### src/rtl/req_ingress_arb_pkg.sv
// Shared types and helpers for the request ingress arbiter and the retry engine.
// Holds the QoS width, request-type encoding and the round-robin picker.
package req_ingress_arb_pkg;

  localparam int unsigned QOS_W      = 4;
  localparam int unsigned RR_MAX_SRC = 32;
  localparam int unsigned RR_IDX_W   = $clog2(RR_MAX_SRC);

  typedef enum logic {
    REQ_NO_RTY = 1'b0,
    REQ_RTY    = 1'b1
  } req_type_e;

  // First set bit of req[num-1:0] searching upward from ptr+1 with wrap.
  // Returns ptr when nothing is requested.
  function automatic int unsigned rr_first_from(
    input logic [RR_MAX_SRC-1:0] req,
    input int unsigned           ptr,
    input int unsigned           num
  );
    int unsigned idx;
    rr_first_from = ptr;
    // Walk from the farthest offset down so the nearest requester wins last.
    for (int unsigned i = RR_MAX_SRC; i >= 1; i--) begin
      if (i <= num) begin
        idx = (ptr + i) % num;
        if (req[idx[RR_IDX_W-1:0]]) rr_first_from = idx;
      end
    end
  endfunction

endpackage

### src/rtl/req_ingress_arb_src_fifo.sv
// Per-source synchronous FIFO with full/empty/count status.
// Pointers wrap naturally because DEPTH is a power of two.
module req_src_fifo
  import req_ingress_arb_pkg::*;
#(
  parameter  int unsigned DATA_W = 13,
  parameter  int unsigned DEPTH  = 4,
  localparam int unsigned CNT_W  = $clog2(DEPTH + 1)
) (
  input  logic              clk,
  input  logic              rst_n,
  input  logic              wr_en,
  input  logic [DATA_W-1:0] wr_data,
  input  logic              rd_en,
  output logic [DATA_W-1:0] rd_data,
  output logic              full,
  output logic              empty,
  output logic [CNT_W-1:0]  count
);

  localparam int unsigned PTR_W = $clog2(DEPTH);

  logic [DATA_W-1:0] mem [DEPTH];
  logic [PTR_W-1:0]  wr_ptr;
  logic [PTR_W-1:0]  rd_ptr;
  logic              do_wr;
  logic              do_rd;

  assign full    = (count == CNT_W'(DEPTH));
  assign empty   = (count == '0);
  assign do_wr   = wr_en & ~full;
  assign do_rd   = rd_en & ~empty;
  assign rd_data = mem[rd_ptr];

  always_ff @(posedge clk or negedge rst_n) begin
    if (!rst_n) begin
      wr_ptr <= '0;
      rd_ptr <= '0;
      count  <= '0;
    end else begin
      if (do_wr) wr_ptr <= wr_ptr + PTR_W'(1);
      if (do_rd) rd_ptr <= rd_ptr + PTR_W'(1);
      case ({do_wr, do_rd})
        2'b10:   count <= count + CNT_W'(1);
        2'b01:   count <= count - CNT_W'(1);
        default: count <= count;
      endcase
    end
  end

  always_ff @(posedge clk) begin
    if (do_wr) mem[wr_ptr] <= wr_data;
  end

endmodule

### src/rtl/req_ingress_arb.sv
// QoS-aware ingress arbiter: per-source FIFOs, QoS/round-robin selection with
// an age-based starvation override, and one registered valid/ready output.
module req_ingress_arb
  import req_ingress_arb_pkg::*;
#(
  parameter  int unsigned SRC_NODE_W = 2,
  parameter  int unsigned PAYLD_BW   = 8,
  parameter  int unsigned FIFO_DEPTH = 4,
  parameter  int unsigned AGE_TH     = 8,
  localparam int unsigned SRC_NUM    = 2 ** SRC_NODE_W
) (
  input  logic                        clk,
  input  logic                        rst_n,
  input  logic [SRC_NUM-1:0]          vld_src_in,
  output logic [SRC_NUM-1:0]          rdy_src_in,
  input  logic [SRC_NUM-1:0]          src_req_type,
  input  logic [QOS_W*SRC_NUM-1:0]    src_qos,
  input  logic [PAYLD_BW*SRC_NUM-1:0] src_payload,
  output logic                        vld_req_out,
  input  logic                        rdy_req_out,
  output logic                        req_type,
  output logic [QOS_W-1:0]            qos_type,
  output logic [SRC_NODE_W-1:0]       src_id,
  output logic [PAYLD_BW-1:0]         payload_out
);

  localparam int unsigned ENT_W = 1 + QOS_W + PAYLD_BW;
  localparam int unsigned CNT_W = $clog2(FIFO_DEPTH + 1);
  localparam int unsigned AGE_W = $clog2(AGE_TH + 1);
  localparam logic [AGE_W-1:0] AGE_MAX = AGE_W'(AGE_TH);

  logic [ENT_W-1:0]    fifo_wdata [SRC_NUM];
  logic [ENT_W-1:0]    fifo_rdata [SRC_NUM];
  logic [CNT_W-1:0]    fifo_cnt   [SRC_NUM];
  logic [SRC_NUM-1:0]  fifo_full;
  logic [SRC_NUM-1:0]  fifo_empty;
  logic [SRC_NUM-1:0]  head_vld;
  logic [SRC_NUM-1:0]  pop;
  logic [SRC_NUM-1:0]  forced;
  logic [SRC_NUM-1:0]  cand;
  logic                head_type  [SRC_NUM];
  logic [QOS_W-1:0]    head_qos   [SRC_NUM];
  logic [PAYLD_BW-1:0] head_pay   [SRC_NUM];
  logic [AGE_W-1:0]    age        [SRC_NUM];
  logic [QOS_W-1:0]    qmax       [SRC_NUM+1];
  logic [SRC_NODE_W-1:0] rr_ptr;
  logic [SRC_NODE_W-1:0] win;
  logic                load;

  assign qmax[0] = '0;

  for (genvar g = 0; g < SRC_NUM; g++) begin : g_src
    assign fifo_wdata[g] = {src_req_type[g],
                            src_qos[QOS_W*g +: QOS_W],
                            src_payload[PAYLD_BW*g +: PAYLD_BW]};

    req_src_fifo #(
      .DATA_W (ENT_W),
      .DEPTH  (FIFO_DEPTH)
    ) u_fifo (
      .clk     (clk),
      .rst_n   (rst_n),
      .wr_en   (vld_src_in[g]),
      .wr_data (fifo_wdata[g]),
      .rd_en   (pop[g]),
      .rd_data (fifo_rdata[g]),
      .full    (fifo_full[g]),
      .empty   (fifo_empty[g]),
      .count   (fifo_cnt[g])
    );

    assign rdy_src_in[g] = ~fifo_full[g];
    assign head_vld[g]   = (fifo_cnt[g] != '0);
    assign head_type[g]  = fifo_rdata[g][ENT_W-1];
    assign head_qos[g]   = fifo_rdata[g][PAYLD_BW +: QOS_W];
    assign head_pay[g]   = fifo_rdata[g][PAYLD_BW-1:0];

    // Running maximum over valid heads; empty heads contribute nothing.
    assign qmax[g+1] = (head_vld[g] && head_qos[g] > qmax[g]) ? head_qos[g] : qmax[g];

    assign forced[g] = head_vld[g] & (age[g] == AGE_MAX);
    assign cand[g]   = (|forced) ? forced[g]
                                 : (head_vld[g] & (head_qos[g] == qmax[SRC_NUM]));
    assign pop[g]    = load & (win == SRC_NODE_W'(g));

    always_ff @(posedge clk or negedge rst_n) begin
      if (!rst_n) begin
        age[g] <= '0;
      end else if (fifo_empty[g] || pop[g]) begin
        age[g] <= '0;
      end else if (load && age[g] != AGE_MAX) begin
        age[g] <= age[g] + AGE_W'(1);
      end
    end
  end

  assign load = (~vld_req_out | rdy_req_out) & (|head_vld);
  assign win  = SRC_NODE_W'(rr_first_from(RR_MAX_SRC'(cand), 32'(rr_ptr), SRC_NUM));

  always_ff @(posedge clk or negedge rst_n) begin
    if (!rst_n) begin
      vld_req_out <= 1'b0;
      req_type    <= REQ_NO_RTY;
      qos_type    <= '0;
      src_id      <= '0;
      payload_out <= '0;
      rr_ptr      <= '1;
    end else if (load) begin
      vld_req_out <= 1'b1;
      req_type    <= head_type[win];
      qos_type    <= head_qos[win];
      src_id      <= win;
      payload_out <= head_pay[win];
      rr_ptr      <= win;
    end else if (rdy_req_out) begin
      vld_req_out <= 1'b0;
    end
  end

endmodule

### config.mk
export PLATFORM = sky130hd
export DESIGN_NAME = req_ingress_arb
export DESIGN_NICKNAME = d
export VERILOG_FILES = /design/src/rtl/req_ingress_arb_pkg.sv /design/src/rtl/req_ingress_arb_src_fifo.sv /design/src/rtl/req_ingress_arb.sv
export SDC_FILE = /design/constraint.sdc
export NUM_CORES = 1
export LEC_CHECK = 0
export CORE_MARGIN = 3
export CORE_UTILIZATION = 50
export CTS_CLUSTER_DIAMETER = 60
export DETAILED_ROUTE_END_ITERATION = 16
export PLACE_DENSITY = 0.69
export SLEW_MARGIN = 10
export SYNTH_ARGS = -nofsm -noshare
export SYNTH_HDL_FRONTEND = slang
export SYNTH_HIERARCHICAL = 1
export SYNTH_SLANG_ARGS = --single-unit
### constraint.sdc
create_clock -name clk -period 17.85 [get_ports clk]
set_input_delay 1.785 -clock clk [delete_from_list [all_inputs] [get_ports clk]]
set_output_delay 1.785 -clock clk [all_outputs]
set_load 0.02 [all_outputs]
==> results.json <==
{
  "finalSetupViolations": 0,
  "critical_path_class": "reg2reg",
  "timing.rr.end": "g_src[2].u_fifo/count[2]",
  "period_minus_slack_ns": 9.37,
  "wl_mm": 24.7,
  "crit_slowest_cell": "dfrtp_1",
  "worstPathArrival_ns": 9.85,
  "fp.dieH_um": 164,
  "dieArea_mm2": 0.0270,
  "hp-start": "src_id[1]",
  "r2r_start": "g_src[0].u_fifo/rd_ptr[0]",
  "synthArstFlopShare_pct": 23.0,
  "synthCells": 785,
  "area_growth_pct": 15.0,
  "endpoint_kind": "flip-flop",
  "final_antenna_net_count": 0,
  "io_pins": 79,
  "worstPathMaxFanout": 15,
  "finalHoldViolations": 0,
  "timing.hold.ws_ns": 0.492,
  "cts-root-buf": "clkbuf_16",
  "synth_ff_type": "edfxtp_1",
  "drtIter0Drc": 497,
  "max_cap_viol_count": 0,
  "grt_start_max_net_pins": 63,
  "netlist_area_mm2": 0.0125,
  "cts-htree-levels": 1,
  "required_ns": 18.33,
  "rr_worst_depth": 32,
  "num_antenna_cells": 0,
  "status": "completed",
  "fin_crit_sh_pct": 52.5,
  "grt_usage_pct": 18.8,
  "drv_slew": 0,
  "num_vias": 6760,
  "clk_latency_ns": 0.56,
  "start_kind": "flip-flop",
  "dp_hpwl_mm": 17.3,
  "synth-edff-count": 208,
  "ys_types": 78,
  "grt-ovfl-total": 0,
  "slew_headroom_pct": 22.5,
  "worst_pin_slew_ns": 1.16,
  "drc": 0,
  "grt_pass1_wl_mm": 38.9,
  "tns_ns": 0,
  "slowest_delay_ns": 0.90,
  "via_per_inst": 5.54,
  "wire_per_inst_um": 20.2,
  "drive_gt1_share_pct": 15.5,
  "port_buffers": 78,
  "clk_pin_slew_ns": 0.06,
  "cts_buffer_depth": 3,
  "ys_seq_area_share_pct": 62.2,
  "cts_sinks": 270,
  "synth_seq_cells": 270,
  "drt_pass1_iterations": 5,
  "min_path_cells": 1,
  "hold_end": "src_id[1]",
  "tritoncts": "done",
  "first_global_vias": 6751,
  "chipWidth_um": 164,
  "place.gp.congestion": 0.900,
  "cts_setup_buffers": 0,
  "avgSynthCellArea_um2": 16.0,
  "fin_util_pct": 58.9,
  "fmax_mhz": 107,
  "hold_buffers": 0,
  "r2r_slack_ns": 8.48,
  "cp-startpoint": "g_src[0].u_fifo/rd_ptr[0]",
  "rsz0062_at_grt": "no",
  "start_util_pct": 51.3,
  "fp-row-count": 57,
  "finClkSkew_ns": 0.0152,
  "ctsResizeCount": 0,
  "synth_nets": 888,
  "antenna_found_initial": 0,
  "core_mm2": 0.0245,
  "cpMostUsedCell": "ha_1",
  "min_path_type": "reg2reg",
  "cts_buffers": 29,
  "ys_warn_count": 6,
  "nFillCells": 1878,
  "final_nets": 977
}
-- how the worst max path moves through the flow --
stage	endpoint	slack (ns)	depth (start not counted)
after floorplan	g_src[0].u_fifo/count[2]	10.05	35
after global placement	g_src[2].u_fifo/count[2]	8.61	32
after detailed placement	g_src[2].u_fifo/count[2]	8.46	32
after CTS	g_src[2].u_fifo/count[2]	8.42	32
after global routing	g_src[2].u_fifo/count[2]	7.68	32
final	g_src[2].u_fifo/count[2]	8.48	32
-- per-layer routing --
layer / up-vias / global-route usage (%) / wire [um]
met1: 3384 / 27.1 / 11200
li1: 3206 / - / -
met4: 0 / 4.27 / 454
met5: - / 0 / 0
met2: 140 / 30.5 / 12000
met3: 30 / 3.09 / 1070
-- cell families (layout without fill, tap and decap cells) --
logic type / after synthesis / after routing / share of synthesized area [%]
AND/OR/NAND/NOR: 170 / 170 / 7.49
adder cells (fa/ha/maj): 44 / 44 / 4.63
AO/OA/AOI/OAI: 106 / 106 / 6.64
multiplexers: 80 / 80 / 12.7
buffers and inverters: 73 / 185 / 3.46
XOR/XNOR: 42 / 42 / 2.93
flip-flops: 270 / 270 / 62.2
-- synthesized netlist by cell type, types with 5 or more instances --
cell / instances / share of area, %
a21oi_1: 18 / 0.72
a22oi_1: 10 / 0.60
a31o_2: 5 / 0.35
and2_1: 19 / 0.95
buf_12: 6 / 0.96
buf_2: 7 / 0.28
buf_6: 7 / 0.63
clkbuf_1: 5 / 0.15
dfrtp_1: 60 / 12
edfxtp_1: 208 / 50
ha_1: 40 / 4.0
inv_1: 46 / 1.4
mux2_4: 11 / 1.3
mux2i_1: 14 / 1.1
mux4_1: 20 / 4.2
mux4_2: 32 / 5.7
nand2_1: 37 / 1.1
nand3_1: 13 / 0.52
nand4_1: 6 / 0.30
nor2_1: 32 / 0.96
nor3_1: 22 / 0.88
nor4_1: 5 / 0.25
o21ai_0: 8 / 0.32
o21ai_1: 10 / 0.40
o31a_1: 5 / 0.35
xnor2_1: 20 / 1.4
xor2_1: 22 / 1.5
-- final cells by class --
type,count,area (um^2),share of cell area (%)
inverter,48,181,1.26
multi-input combinational,442,4310,29.9
sequential,270,7800,54.1
timing repair buffer,83,813,5.64
tap,324,405,2.81
clock inverter,20,155,1.08
clock buffer,34,754,5.23
-- registers in the layout, indices dropped and copies added (netlist names) --
name and flops:
rr_ptr 2, vld_req_out 1, src_id 2, g_src.u_fifo/rd_ptr 8, g_src.u_fifo/wr_ptr 8, g_src.u_fifo/count 12
qos_type 4, req_type 1, payload_out 8, g_src.u_fifo/mem 208, age 16
-- critical path: cells and delay by family (launching register included) --
family	cells	cell delay (ns)
compound gates	12	3.26
simple gates	8	2.05
fa+ha+maj	5	1.45
mux	2	1.03
flops	1	0.90
xor+xnor	2	0.32
buf+inv	3	0.26
-- cells in the final DEF (no fill, tap or decap), drive strengths merged, types with 7 or more instances in the layout --
master / Yosys / final
clkbuf: 5 / 34
clkinv: 1 / 13
nor2b: 7 / 7
mux2: 13 / 13
xnor2: 20 / 20
nand2: 37 / 37
ha: 40 / 40
inv: 47 / 50
and2: 21 / 21
nor2: 33 / 33
dfrtp: 60 / 60
a22oi: 10 / 10
mux4: 52 / 52
clkdlybuf4s50: 0 / 77
a21oi: 20 / 20
xor2: 22 / 22
a31o: 7 / 7
nor3: 25 / 25
mux2i: 15 / 15
edfxtp: 208 / 208
o21ai: 19 / 19
nand3: 13 / 13
-- stage by stage --
stage | cell area (um^2) | instances | setup WS (ns)
floorplan | 12500 | 785 | 10.05
detailed placement | 13500 | 1167 | 8.46
finish | 14400 | 1221 | 8.48
global route | 14400 | 1221 | 7.68
global placement | 13500 | 1167 | 8.61
CTS | 14400 | 1221 | 8.42
Power is not shown: default switching activity piles up to over one toggle a cycle in this logic, so the estimate is an artifact.
